File: src/rtl/regfile_wb_arb.sv
// Writeback arbiter and register scoreboard.
// Three writeback requesters share one register-file write port under
// round-robin arbitration. A pending-bit scoreboard tracks destinations
// reserved at issue so read operands can be marked busy until written back.
module regfile_wb_arb #(
  parameter int DATA_W = 32,
  parameter int ADDR_W = 5,
  parameter int NREG   = 32
) (
  input  logic              clk,
  input  logic              rst,
  input  logic              req_valid_0,
  input  logic [ADDR_W-1:0] req_addr_0,
  input  logic [DATA_W-1:0] req_data_0,
  output logic              req_ready_0,
  input  logic              req_valid_1,
  input  logic [ADDR_W-1:0] req_addr_1,
  input  logic [DATA_W-1:0] req_data_1,
  output logic              req_ready_1,
  input  logic              req_valid_2,
  input  logic [ADDR_W-1:0] req_addr_2,
  input  logic [DATA_W-1:0] req_data_2,
  output logic              req_ready_2,
  input  logic              rsv_valid,
  input  logic [ADDR_W-1:0] rsv_addr,
  input  logic [ADDR_W-1:0] raddr1,
  input  logic [ADDR_W-1:0] raddr2,
  output logic              busy1,
  output logic              busy2,
  output logic              we,
  output logic [ADDR_W-1:0] waddr,
  output logic [DATA_W-1:0] wdata,
  output logic              wb_err
);

  logic [2:0]        valid;
  logic [2:0]        grant;
  logic              xfer;
  logic [1:0]        win_idx;
  logic [ADDR_W-1:0] win_addr;
  logic [DATA_W-1:0] win_data;
  logic [2:0]        cand_sum;
  logic [1:0]        cand;

  logic [1:0]        ptr_q,     ptr_d;
  logic [NREG-1:0]   pending_q, pending_d;
  logic              we_q,      we_d;
  logic [ADDR_W-1:0] waddr_q,   waddr_d;
  logic [DATA_W-1:0] wdata_q,   wdata_d;
  logic              err_q,     err_d;
  logic              rsv_hit;

  assign valid = {req_valid_2, req_valid_1, req_valid_0};

  // Round-robin search from ptr_q: first valid requester in ptr, ptr+1, ptr+2 (mod 3) wins.
  always_comb begin
    // NOTE: every combinational output gets a default before any branch, so no latch is inferred.
    grant    = '0;
    xfer     = 1'b0;
    win_idx  = 2'd0;
    cand_sum = 3'd0;
    cand     = 2'd0;
    for (int k = 0; k < 3; k++) begin
      cand_sum = {1'b0, ptr_q} + 3'(k);
      if (cand_sum >= 3'd3) cand_sum = cand_sum - 3'd3;
      cand = cand_sum[1:0];
      if (!xfer && valid[cand]) begin
        grant[cand] = 1'b1;
        xfer        = 1'b1;
        win_idx     = cand;
      end
    end
    if (rst) begin
      grant = '0;
      xfer  = 1'b0;
    end
  end

  assign req_ready_0 = grant[0];
  assign req_ready_1 = grant[1];
  assign req_ready_2 = grant[2];

  assign win_addr = (win_idx == 2'd0) ? req_addr_0 :
                    (win_idx == 2'd1) ? req_addr_1 : req_addr_2;
  assign win_data = (win_idx == 2'd0) ? req_data_0 :
                    (win_idx == 2'd1) ? req_data_1 : req_data_2;

  // A reservation landing on the winner's address at the same edge keeps it pending and legal.
  assign rsv_hit = rsv_valid && (rsv_addr != '0) && (rsv_addr == win_addr);

  // Next-state for pointer, write port, scoreboard and sticky error.
  always_comb begin
    ptr_d     = ptr_q;
    we_d      = 1'b0;
    waddr_d   = waddr_q;
    wdata_d   = wdata_q;
    pending_d = pending_q;
    err_d     = err_q;
    if (xfer) begin
      ptr_d   = (win_idx == 2'd2) ? 2'd0 : win_idx + 2'd1;
      we_d    = (win_addr != '0);
      waddr_d = win_addr;
      wdata_d = win_data;
      if (win_addr != '0) begin
        if (!pending_q[win_addr] && !rsv_hit) err_d = 1'b1;
        pending_d[win_addr] = 1'b0;
      end
    end
    // Set after clear so a same-edge reservation wins.
    if (rsv_valid && rsv_addr != '0) pending_d[rsv_addr] = 1'b1;
    pending_d[0] = 1'b0;
  end

  // State registers with synchronous active-high reset.
  always_ff @(posedge clk) begin
    if (rst) begin
      // NOTE: the scoreboard is a flop vector, not a RAM, so it can and must be cleared on reset.
      ptr_q     <= 2'd0;
      pending_q <= '0;
      we_q      <= 1'b0;
      waddr_q   <= '0;
      wdata_q   <= '0;
      err_q     <= 1'b0;
    end else begin
      // NOTE: non-blocking assignments so all registers update together from pre-edge values.
      ptr_q     <= ptr_d;
      pending_q <= pending_d;
      we_q      <= we_d;
      waddr_q   <= waddr_d;
      wdata_q   <= wdata_d;
      err_q     <= err_d;
    end
  end

  assign busy1  = pending_q[raddr1];
  assign busy2  = pending_q[raddr2];
  assign we     = we_q;
  assign waddr  = waddr_q;
  assign wdata  = wdata_q;
  assign wb_err = err_q;

endmodule
File: config.mk
export PLATFORM = sky130hd
export DESIGN_NAME = regfile_wb_arb
export DESIGN_NICKNAME = d
export VERILOG_FILES = /design/src/rtl/regfile_wb_arb.sv
export SDC_FILE = /design/constraint.sdc
export NUM_CORES = 1
export LEC_CHECK = 0
export ABC_CLOCK_PERIOD_IN_PS = 3100
export BUFFER_PORTS_ARGS = -buffer_cell sky130_fd_sc_hd__buf_2
export CAP_MARGIN = 30
export CORE_ASPECT_RATIO = 0.6
export CORE_MARGIN = 2
export CORE_UTILIZATION = 40
export DETAILED_ROUTE_END_ITERATION = 10
export HOLD_SLACK_MARGIN = 0.06
export PLACE_DENSITY_LB_ADDON = 0.25
export RECOVER_POWER = 100
export SLEW_MARGIN = 20
export SYNTH_ARGS = -nofsm -noshare
export SYNTH_HDL_FRONTEND = slang
export SYNTH_SLANG_ARGS = --single-unit
File: constraint.sdc
create_clock -name clk -period 3.1 [get_ports clk]
set_clock_uncertainty 0.05 [all_clocks]
set_input_delay 0.155 -clock clk [delete_from_list [all_inputs] [get_ports clk]]
set_output_delay 0.155 -clock clk [all_outputs]
set_load 0.02 [all_outputs]
==> impl_metrics.env <==
export IMPL_path_max_fanout=10
export IMPL_total_power_uw=4870
export IMPL_rsz0062_at_grt="true"
export IMPL_finalCriticalPeriod_ns=3.01
export IMPL_worst_slew_pin_slew_ns=0.837
export IMPL_synth_flop_cell="dfxtp_1"
export IMPL_crit_top_cell="buf_4"
export IMPL_synth_xor_area_share_pct=0.778
export IMPL_gp_congestion=0.964
export IMPL_htreeDepth=3
export IMPL_clk_pin_slew_ns=0.06
export IMPL_multi_input_area_sq_um=2920
export IMPL_synth_nets=709
export IMPL_port_buffers=175
export IMPL_cts_tree="built"
export IMPL_maxSlewViolCount=0
export IMPL_ys_seq_area_share_pct=32.0
export IMPL_drive_gt1_share_pct=31.1
export IMPL_cp_arrival_ns=3.21
export IMPL_drtIter0Drc=429
export IMPL_drc=0
export IMPL_num_vias=5264
export IMPL_cp_slowest_cell="o31a_1"
export IMPL_rows=29
export IMPL_syn_cell_area_sq_um=4500
export IMPL_die_area_sq_um=12100
export IMPL_power_density_nw_per_um2=804
export IMPL_irDropWorstVdd_uv=397
export IMPL_layout_commonest_cell="buf_2"
export IMPL_cp_end_kind="flop"
export IMPL_hp_class="in2reg"
export IMPL_grt_ovfl_total=0
export IMPL_syn2layout_area_growth_pct=34.5
export IMPL_async_flop_share_pct=0
export IMPL_start_kind="flop"
export IMPL_antenna_cells=0
export IMPL_grtUsageTotal_pct=26.6
export IMPL_synth_edf_count=0
export IMPL_synth_area_per_cell_sq_um=7.86
export IMPL_die_h_um=86.2
export IMPL_drv_cap=0
export IMPL_relSlewSlack_pct=44.0
export IMPL_synth_compound_area_share_pct=26.4
export IMPL_synthAdderAreaFrac_pct=1.33
export IMPL_path_cells="buf_4, ha_2, nor3b_2, o31a_4, a21oi_2, a221o_2, buf_4, o31a_1, o311a_1, nand3_1, o32ai_2"
export IMPL_cp_top_family="compound AO/OA/AOI/OAI gates"
export IMPL_fmax_mhz=332
export IMPL_dp_hpwl_mm=12.3
export IMPL_ant_nets=0
export IMPL_critPathMaxStageDelay_ns=0.40
export IMPL_grt_antenna_before_repair=0
export IMPL_cts_buffers=9
export IMPL_n_fill_cell=1013
export IMPL_worstSkewPairLatency_ns=0.34
export IMPL_final_hold_viol_count=0
export IMPL_status="complete, no violations"
export IMPL_finalSetupViolations=0
export IMPL_core_area_sq_um=10800
export IMPL_synth_area_mux_share_pct=11.8
export IMPL_holdWs_ns=0.0717
export IMPL_ys_types=55
export IMPL_wirelength_mm=16.0
export IMPL_p_leak_uw=0.00246
export IMPL_start_util_pct=41.8
export IMPL_cts_buffer_depth=2
export IMPL_synthesis_yosys_warnings=0
export IMPL_synth_seq_cells=72
export IMPL_crit_type="reg2reg"
export IMPL_grt_max_degree=50
export IMPL_fin_crit_sh_pct=97.1
export IMPL_final_cell_mix="buf_2, nand2_1, a21oi_1"
export IMPL_synth_top_family_by_area="compound AO/OA/AOI/OAI gates"
export IMPL_final_nets=893
export IMPL_crit_buf_inv=2
export IMPL_cp_required_ns=3.30
export IMPL_vias_per_cell=5.84
export IMPL_grt_pass1_wl_mm=25.6
export IMPL_io_pins=176
export IMPL_die_x_um=141
export IMPL_cts_sinks=72
export IMPL_wl_per_cell_um=17.8
export IMPL_syn_inst=573
export IMPL_synthSimpleGateAreaFrac_pct=22.4
export IMPL_register_area_sq_um=1440
export IMPL_drt_pass1_iter_count=5
export IMPL_root_buffer="clkbuf_16"
export IMPL_grt_pass1_vias=5082
==> routing by layer <==
layer | up-vias | wire length [um] | track usage, %
met5 | - | 0 | 0
met3 | 22 | 1510 | 7.57
li1 | 2488 | - | -
met1 | 2483 | 7110 | 36.4
met4 | 0 | 189 | 6.27
met2 | 271 | 7210 | 42.0
==> synthesized netlist by cell type (3+ instances only) <==
cell,instances,area share (%)
nand3_1,13,1.4
buf_6,3,0.75
inv_1,7,0.58
dfxtp_1,72,32
a211oi_1,6,1.0
ha_1,4,1.1
a221o_1,23,5.1
a22oi_1,4,0.67
a21oi_2,3,0.58
mux2_2,5,1.3
mux4_2,18,9.0
nor3b_1,6,1.0
nor3_1,36,4.0
a21oi_1,73,8.1
o22ai_1,15,2.1
nor2_1,71,5.9
a31oi_1,3,0.42
and2_1,3,0.42
o21ai_0,35,3.9
buf_2,4,0.44
clkbuf_1,36,3.0
nand2_1,75,6.3
mux2i_1,7,1.6
o31ai_1,5,0.83
==> registers in the layout, indices dropped and copies added, names as in the netlist <==
signal / count
wdata: 32
wb_err: 1
ptr_q: 2
we: 1
waddr: 5
pending_q: 31
==> what timing repair did <==
| item | 4_1_cts | 5_1_grt |
|---|---|---|
| cloned | 0 | 0 |
| hold buffers | 0 | 0 |
| setup endpoints to repair | 20 | 31 |
| resized for setup | 7 | 17 |
| buffers inserted | 2 | 1 |
| pin swaps | 2 | 6 |
==> power by group <==
part	total (uW)	internal (uW)	leakage [uW]	switching (uW)
registers	1230	1120	0.000592	105
clock network	1120	709	0.000153	411
logic	2520	990	0.00171	1530
==> per-stage QoR <==
step / instance area, sq um / worst slack (ns) / utilization (%) / setup TNS, ns / cells
finish: 6060 / 0.0901 / 56.2 / 0 / 901
global route: 6060 / -0.0369 / 56.2 / -0.0369 / 901
CTS: 6060 / 0.0353 / 56.3 / 0 / 900
detailed placement: 5690 / -0.179 / 52.8 / -0.967 / 882
global placement: 5690 / -0.0591 / 52.8 / -0.0591 / 882
floorplan: 4500 / 0.186 / - / 0 / 573
==> worst paths after layout <==
| path | slack [ns] | end | cells after the start | from |
|---|---|---|---|---|
| worst min register to register | 0.44 | wdata[24] | 2 | wdata[24] |
| worst max-delay path | 0.09 | wb_err | 11 | ptr_q[0] |
| worst max register to register | 0.09 | wb_err | 11 | ptr_q[0] |
| worst min-delay path | 0.07 | wdata[3] | 3 | req_data_0[3] |
==> kinds of logic (layout without fill, tap and decap cells) <==
logic type      count (synthesis)  after routing
flops                          72             72
mux                            30             30
buf+inv                        54            243
simple gates                  224            224
xor+xnor                        4              4
compound gates                184            184
fa+ha+maj                       5              5
==> area by class of cell <==
class	instances	area share [%]
Timing Repair Buffer	220	19.4
Inverter	7	0.434
Sequential cell	72	23.8
Multi-Input combinational cell	447	48.1
Clock buffer	10	3.78
Tap cell	139	2.87
Clock inverter	6	1.55
==> tightest hold or removal path, stage by stage <==
cell     delay, ns
buf_2         0.10
a21oi_1       0.11
nor3_1        0.05
No activity file was read; power rests on OpenSTA's default activity.
